<file path="src/rtl/reg_file_alu_pkg.sv">
// rtl/reg_file_alu_pkg.sv - shared op encodings, flag struct and shift-width helper
package reg_file_alu_pkg;

    typedef enum logic [2:0] {
        ALU_AND = 3'b000,
        ALU_OR  = 3'b001,
        ALU_ADD = 3'b010,
        ALU_SUB = 3'b011,
        ALU_XOR = 3'b100,
        ALU_SLT = 3'b101,
        ALU_SHL = 3'b110,
        ALU_SHR = 3'b111
    } alu_op_e;

    typedef struct packed {
        logic zero;
        logic negative;
        logic carry;
        logic overflow;
    } alu_flags_t;

    function automatic int shamt_w(input int data_w);
        return $clog2(data_w);
    endfunction

endpackage

</file>
<file path="src/rtl/reg_file_alu_core.sv">
// rtl/reg_file_alu_core.sv - combinational eight-op ALU with zero/negative/carry/overflow flags
module alu_core
    import reg_file_alu_pkg::*;
#(
    parameter int DATA_W = 8
) (
    input  logic [DATA_W-1:0] a,
    input  logic [DATA_W-1:0] b,
    input  alu_op_e           op,
    output logic [DATA_W-1:0] result,
    output alu_flags_t        flags
);

    localparam int SHAMT_W = shamt_w(DATA_W);

    logic [DATA_W:0]    sum;
    logic [DATA_W:0]    diff;
    logic [SHAMT_W-1:0] shamt;

    assign sum   = {1'b0, a} + {1'b0, b};
    // The borrow out of the widened subtraction is exactly unsigned a < b.
    assign diff  = {1'b0, a} - {1'b0, b};
    assign shamt = b[SHAMT_W-1:0];

    always_comb begin
        result         = '0;
        flags.carry    = 1'b0;
        flags.overflow = 1'b0;
        case (op)
            ALU_AND: result = a & b;
            ALU_OR:  result = a | b;
            ALU_ADD: begin
                result         = sum[DATA_W-1:0];
                flags.carry    = sum[DATA_W];
                flags.overflow = (a[DATA_W-1] == b[DATA_W-1]) &&
                                 (sum[DATA_W-1] != a[DATA_W-1]);
            end
            ALU_SUB: begin
                result         = diff[DATA_W-1:0];
                flags.carry    = diff[DATA_W];
                flags.overflow = (a[DATA_W-1] != b[DATA_W-1]) &&
                                 (diff[DATA_W-1] != a[DATA_W-1]);
            end
            ALU_XOR: result = a ^ b;
            ALU_SLT: result = {{(DATA_W-1){1'b0}}, ($signed(a) < $signed(b))};
            ALU_SHL: result = a << shamt;
            ALU_SHR: result = a >> shamt;
        endcase
        flags.zero     = (result == '0);
        flags.negative = result[DATA_W-1];
    end

endmodule

</file>
<file path="src/rtl/reg_file_alu_pipe.sv">
// rtl/reg_file_alu_pipe.sv - two-stage register-file/ALU pipeline with bypass and output backpressure
module reg_file_alu_pipe
    import reg_file_alu_pkg::*;
#(
    parameter int DATA_W = 8,
    parameter int NREGS  = 16,
    localparam int AW    = $clog2(NREGS)
) (
    input  logic              CLK,
    input  logic              RST,
    input  logic              in_valid,
    output logic              in_ready,
    input  logic [AW-1:0]     RA1,
    input  logic [AW-1:0]     RA2,
    input  logic [AW-1:0]     WA,
    input  logic              write_enable,
    input  logic              ALUSrc,
    input  logic [2:0]        ALUControl,
    input  logic [DATA_W-1:0] immediate,
    output logic              out_valid,
    input  logic              out_ready,
    output logic [DATA_W-1:0] ALUResult,
    output logic              Zero,
    output logic              Negative,
    output logic              Carry,
    output logic              Overflow,
    output logic [DATA_W-1:0] cpu_out
);

    logic [DATA_W-1:0] regs [NREGS];

    logic              ex_valid;
    logic [DATA_W-1:0] ex_a;
    logic [DATA_W-1:0] ex_b;
    alu_op_e           ex_op;
    logic [AW-1:0]     ex_wa;
    logic              ex_we;

    logic [DATA_W-1:0] alu_res;
    alu_flags_t        alu_flg;
    alu_flags_t        out_flags;

    logic              ex_advance;
    logic              issue;
    logic              ex_writes;
    logic [DATA_W-1:0] rd1;
    logic [DATA_W-1:0] rd2;
    logic [DATA_W-1:0] src_b;

    alu_core #(.DATA_W(DATA_W)) u_alu (
        .a      (ex_a),
        .b      (ex_b),
        .op     (ex_op),
        .result (alu_res),
        .flags  (alu_flg)
    );

    assign ex_advance = ex_valid && (!out_valid || out_ready);
    assign in_ready   = !ex_valid || ex_advance;
    assign issue      = in_valid && in_ready;
    assign ex_writes  = ex_advance && ex_we && (ex_wa != '0);

    // The retiring result is written on the same edge the next instruction
    // captures its operands, so it must be forwarded around the register file.
    always_comb begin
        rd1 = '0;
        if (ex_writes && (RA1 == ex_wa)) begin
            rd1 = alu_res;
        end else if (RA1 != '0) begin
            rd1 = regs[RA1];
        end
    end

    always_comb begin
        rd2 = '0;
        if (ex_writes && (RA2 == ex_wa)) begin
            rd2 = alu_res;
        end else if (RA2 != '0) begin
            rd2 = regs[RA2];
        end
    end

    assign src_b = ALUSrc ? immediate : rd2;

    always_ff @(posedge CLK) begin
        if (RST) begin
            for (int i = 0; i < NREGS; i++) begin
                regs[i] <= '0;
            end
        end else if (ex_writes) begin
            regs[ex_wa] <= alu_res;
        end
    end

    always_ff @(posedge CLK) begin
        if (RST) begin
            ex_valid  <= 1'b0;
            ex_a      <= '0;
            ex_b      <= '0;
            ex_op     <= ALU_AND;
            ex_wa     <= '0;
            ex_we     <= 1'b0;
            out_valid <= 1'b0;
            ALUResult <= '0;
            out_flags <= '0;
        end else begin
            if (issue) begin
                ex_valid <= 1'b1;
                ex_a     <= rd1;
                ex_b     <= src_b;
                ex_op    <= alu_op_e'(ALUControl);
                ex_wa    <= WA;
                ex_we    <= write_enable;
            end else if (ex_advance) begin
                ex_valid <= 1'b0;
            end

            if (ex_advance) begin
                out_valid <= 1'b1;
                ALUResult <= alu_res;
                out_flags <= alu_flg;
            end else if (out_valid && out_ready) begin
                out_valid <= 1'b0;
            end
        end
    end

    assign Zero     = out_flags.zero;
    assign Negative = out_flags.negative;
    assign Carry    = out_flags.carry;
    assign Overflow = out_flags.overflow;
    assign cpu_out  = regs[NREGS-1];

endmodule
</file>
<file path="config.mk">
export PLATFORM = sky130hd
export DESIGN_NAME = reg_file_alu_pipe
export DESIGN_NICKNAME = d
export VERILOG_FILES = /design/src/rtl/reg_file_alu_pkg.sv /design/src/rtl/reg_file_alu_core.sv /design/src/rtl/reg_file_alu_pipe.sv
export SDC_FILE = /design/constraint.sdc
export NUM_CORES = 1
export LEC_CHECK = 0
export ABC_CLOCK_PERIOD_IN_PS = 9200
export CAP_MARGIN = 40
export CORE_ASPECT_RATIO = 0.6
export CORE_MARGIN = 5
export CORE_UTILIZATION = 40
export CTS_BUF_LIST = sky130_fd_sc_hd__clkbuf_8
export DETAILED_ROUTE_END_ITERATION = 8
export GPL_TIMING_DRIVEN = 0
export PLACE_DENSITY = 0.61
export SLEW_MARGIN = 20
export SYNTH_ARGS = -nofsm -noshare
export SYNTH_HDL_FRONTEND = slang
export SYNTH_SLANG_ARGS = --single-unit
</file>
<file path="constraint.sdc">
create_clock -name CLK -period 9.2 [get_ports CLK]
set_input_delay 0.92 -clock CLK [delete_from_list [all_inputs] [get_ports CLK]]
set_output_delay 0.92 -clock CLK [all_outputs]
set_load 0.01 [all_outputs]
</file>
* Word level (Yosys, flattened, before mapping) *
Memories as Yosys holds them, arrays and structs flattened.
Cells that the tools add are included.

word-level totals
  flip-flop bits (word level) = 38
  memory bits (writable) = 128
  bits of input ports = 29
  logic and storage cells = 74
  memories = 1

memories
  name  depth  bits a word  rd ports  clocked after Yosys merged registers in  write ports  RTL line                 source
  regs  16     8            3         0                                        16           reg_file_alu_pipe.sv:30  logic [DATA_W-1:0] regs [NREGS];

cells by class
  add/subtract/negate cells = 2
  order comparisons = 1
  equality and inequality tests = 13
  shifts and indexed selects = 2
  multiplexer cells = 19
  bitwise operators = 3
  reduce and logical (&&, ||, !) cells = 21

operators with widths
  kind                                                             number
  8-bit one-hot mux with 8 select lines                            1
  8-bit two-way mux                                                6
  3-bit == test, second input constant                             4
  4-bit nonzero test                                               3
  1-bit two-way mux                                                10
  8-bit by 8-bit adder with 9-bit output                           1
  1-bit logical AND                                                9
  8-bit by 8-bit subtractor with 9-bit output                      1
  8-bit bitwise AND                                                1
  4-bit == test                                                    2
  8-bit logical NOT                                                1
  8-bit < comparator                                               1
  8-bit bitwise OR                                                 1
  8-bit OR reduction                                               1
  8-bit by 3-bit << shifter with 8-bit output                      1
  8-bit by 3-bit right shift with 8-bit output                     1
  8-bit bitwise XOR                                                1
  3-bit by 2-bit == test with 1-bit output, second input constant  2
  4-bit two-way mux                                                1
  2-bit one-hot mux with 2 select lines                            1
  2-bit nonzero test                                               2
  3-bit by 1-bit == test with 1-bit output, second input constant  1
  3-bit logical NOT                                                1
  1-bit inequality test                                            3
  other kinds (3)                                                  5

* Longest topological paths before layout *
  depth in word-level cells = 10
  mapped depth = 12
  mapped depth without buffers = 12

* Modules after synthesis *
A second synthesis with hierarchy kept.

unflattened totals
  cell total of the unflattened synthesis = 904
  area total of the unflattened synthesis = 10369.9 um2

by module, submodules not included
  module             times used  cells each  area an instance (um2)  seq. area each (um2)
  reg_file_alu_pipe  1           638         8536.9                  4604.4
  alu_core           1           266         1833.0                  0.0

* Least setup slack after synthesis *
OpenSTA, ideal clock, no wires.

  kind = input port to flip-flop
  start point = input port RA2[0]
  end point = register ex_b[7]
  setup time = 138 ps
  arrival time = 2843 ps
  required time = 9062 ps
  setup slack = 6219 ps
  cell stages on the path = 6
  path buffers = 2
  cells stage by stage = buf_2 buf_2 mux4_2 mux4_2 a2111oi_0 a2111oi_1

between the ends
  longest elaborated chain between the ends = 4
  elaborated cells on any way between the ends = 7
  classes of those cells = eq/ne: 1; mux: 3; reduce/logical: 2; memory: 1

ends and longest elaborated chain
  what                                                    RTL line                                          source
  from (decl)                                             reg_file_alu_pipe.sv:14                           input logic [AW-1:0] RA2,
  memory 16 x 8 bit, or another cell as far along         -
  8-bit two-way mux or 1-bit logical AND (tied branches)  reg_file_alu_pipe.sv:78, reg_file_alu_pipe.sv:76
  8-bit two-way mux *                                     reg_file_alu_pipe.sv:76                           if (ex_writes && (RA2 == ex_wa)) begin
  8-bit two-way mux *                                     reg_file_alu_pipe.sv:83                           assign src_b = ALUSrc ? immediate : rd2;
  to (signal assigned)                                    reg_file_alu_pipe.sv:110                          ex_b <= src_b;
  to (decl)                                               reg_file_alu_pipe.sv:34                           logic [DATA_W-1:0] ex_b;

Every way passes the cells marked *; elsewhere a longest branch is shown, timed or not.
A chain may end at the register's enable or synchronous reset.

==> results_dict.tcl <==
set metrics [dict create \
    cts_resized 0 \
    num_antenna_cells 0 \
    core_region_area_mm2 0.0244 \
    root_buffer "clkbuf_8" \
    cp_common_cell "nor2_1" \
    cts_buffers 17 \
    status "finished clean" \
    timing.fmax_ghz 0.244 \
    crit_end "regs[8][3]" \
    setup_viol 0 \
    ir_drop_v 0.0000944 \
    stdcell_area_mm2 0.0113 \
    drt-wirelength-per-cell_um 26.0 \
    syn_area_mm2 0.0100 \
    critPathLaunchType "register" \
    mostFrequentLayoutCell "nor2_1" \
    clkLatencyLatePin_ns 0.48 \
    arrival_ns 4.31 \
    wl_um 33500 \
    syn_area_per_cell_um2 11.4 \
    antenna_found_initial 2 \
    drt_iter0_drc 1173 \
    synth.distinct_cells 75 \
    grt_max_degree 17 \
    worst_slew_pin_slew_ns 0.984 \
    yosysWarnings 0 \
    pwr_density_cell_mw_per_mm2 161 \
    rr_startpoint "ex_b[1]" \
    path_cells "buf_4 -> inv_1 -> ha_1 -> a211oi_2 -> nor2_1 -> a221oi_1 -> o21ai_1 -> o211ai_2 -> clkbuf_1 -> nor2_1" \
    maxCapViolCount 0 \
    clk_pin_slew_worst_paths_ns 0.10 \
    grt_pass1_vias 7464 \
    synthFlopType "edfxtp_1" \
    ios 51 \
    die-area_mm2 0.0285 \
    critical_path.max_fanout 10 \
    io_buffers 42 \
    p_leak_nw 3.93 \
    seq_area_frac_synth_pct 45.7 \
    grt_pass1_wl_um 49700 \
    area_growth_pct 13.0 \
    postCtsSetupBuffers 0 \
    max_stage_delay_ns 0.75 \
    synth_edf_count 128 \
    clkSinkCount 165 \
    firstDrtPassIters 6 \
    h-tree-depth 4 \
    cts.path.max_buffers 2 \
    final_cell_mix "nor2_1, edfxtp_1, mux4_2" \
    end_kind "register" \
    rows 44 \
    rr_worst_depth 10 \
    synthCells 879 \
    critPathKind "register to register" \
    min_path_type "register to register" \
    finalHoldViolations 0 \
    start_util_pct 41.1 \
    via_per_inst 6.24 \
    ys_seq_elements 165 \
    via_count 8034 \
    routabilityCongestion 1.00 \
    ant_nets 0 \
    fin_crit_ns 4.10 \
    dpl_cell_area_mm2 0.0109 \
    slew_headroom_pct 33.8 \
    drive_gt1_share_pct 17.4 \
    nets 1011 \
    reg2reg_slack_ns 5.10 \
    cts_tree "built" \
    die_width_um 215 \
    hold_buffers 0 \
    critPathSlowestCell "o211ai_2" \
    grt_setup_unrepaired "no" \
    async_flop_share_pct 0 \
    slew_viol_final 0 \
    gr-usage-all-layers_pct 23.4 \
    regToRegEndpoint "regs[8][3]" \
    skew_ns 0.0179 \
    setup_tns_ns 0 \
    place_hpwl_um 25300 \
    grt.overflow.total 0 \
    fin_crit_sh_pct 44.6 \
    required_ns 9.41 \
    cp-startpoint "ex_b[1]" \
    drc 0 \
    die_h_um 133 \
]
==> per-layer routing <==
layer / part of all wire, % / GRT usage (%) / vias up
li1: - / - / 3434
met1: 47 / 38.6 / 4023
met2: 36 / 27.4 / 541
met3: 16 / 9.61 / 34
met4: 1.6 / 5.01 / 2
met5: 0.28 / 2.50 / -
==> sequential cells by signal, indices dropped and copies added, names as in the netlist, 3 cells and up <==
signal and flops:
regs 128, ALUResult 8, ex_b 8, ex_wa 4, ex_op 3, ex_a 8
==> per-stage QoR <==
stage	worst slack, ns	utilization (%)	hold WS, ns	std cells	total power, mW
after floorplan	6.22	-	0.437	886	1.11
after global placement	4.93	44.5	0.446	1250	1.25
after detailed placement	5.24	44.6	0.449	1254	1.25
after CTS	5.27	46.3	0.462	1286	1.80
after global routing	4.95	46.4	0.514	1288	1.88
final	5.10	46.4	0.464	1288	1.82
==> synth_stat cells, drive strengths merged, types with 3 or more instances <==
cell type	n	share of area, %
ha	27	3.4
o22ai	4	0.25
inv	40	1.5
a221oi	6	0.59
mux4	85	19
o31ai	3	0.36
o221ai	10	0.87
nor3	6	0.30
nor2b	6	0.37
nand3	14	0.70
a32oi	4	0.35
nor2	168	6.3
a21oi	51	2.5
nor4	5	0.31
o221a	4	0.45
and4b	3	0.30
buf	37	1.9
mux2i	7	0.70
dfxtp	37	7.4
xor2	4	0.35
nand2b	21	1.3
xnor2	6	0.52
a31o	3	0.26
clkbuf	38	1.4
o32ai	3	0.71
nand2	60	2.2
o211ai	4	0.35
or4	6	0.45
edfxtp	128	38
a2bb2oi	3	0.26
o21ai	29	1.4
nand4	5	0.31
or3	8	0.50
a22oi	4	0.30
==> power breakdown <==
| part | leakage, nW | total, mW | internal, mW | switching, mW |
|---|---|---|---|---|
| registers | 1.62 | 0.861 | 0.832 | 0.0289 |
| logic | 2.11 | 0.392 | 0.151 | 0.241 |
| clock network | 0.202 | 0.569 | 0.270 | 0.299 |
| total | 3.93 | 1.82 | 1.25 | 0.568 |
==> layout make-up <==
class,count,area (µm²)
repair buffers,48,465
well taps,322,403
clock buffers,17,234
multi-input cells,606,4990
plain buffers,75,335
inverters,40,150
clock inverters,15,178
flip-flops and latches,165,4580
fillers,2259,13100
==> logic make-up after synthesis <==
group	share of synthesized area [%]
XOR/XNOR	0.873
flip-flops	45.7
multiplexers	19.9
other	0.0374
AO/OA/AOI/OAI	10.9
buffers and inverters	4.84
AND/OR/NAND/NOR	14.0
adder cells (fa/ha/maj)	3.76
==> worst max-delay path, delay by kind of cell (launching register included) <==
family | cells | cell delay (ns)
AO/OA/AOI/OAI | 4 | 1.74
adder cells (fa/ha/maj) | 1 | 0.35
buffers and inverters | 3 | 0.97
flip-flops | 1 | 0.51
AND/OR/NAND/NOR | 2 | 0.26
==> worst min-delay path by stage <==
| stage | startpoint | endpoint | cells after the start |
|---|---|---|---|
| floorplan | ex_we | ex_we | 2 |
| global placement | ex_we | ex_we | 2 |
| detailed placement | ex_we | ex_we | 2 |
| CTS | ex_we | ex_we | 2 |
| global route | ALUResult[4] | ALUResult[4] | 2 |
| finish | ex_we | ex_we | 2 |
Note: power is estimated with default switching activity, not from simulation.
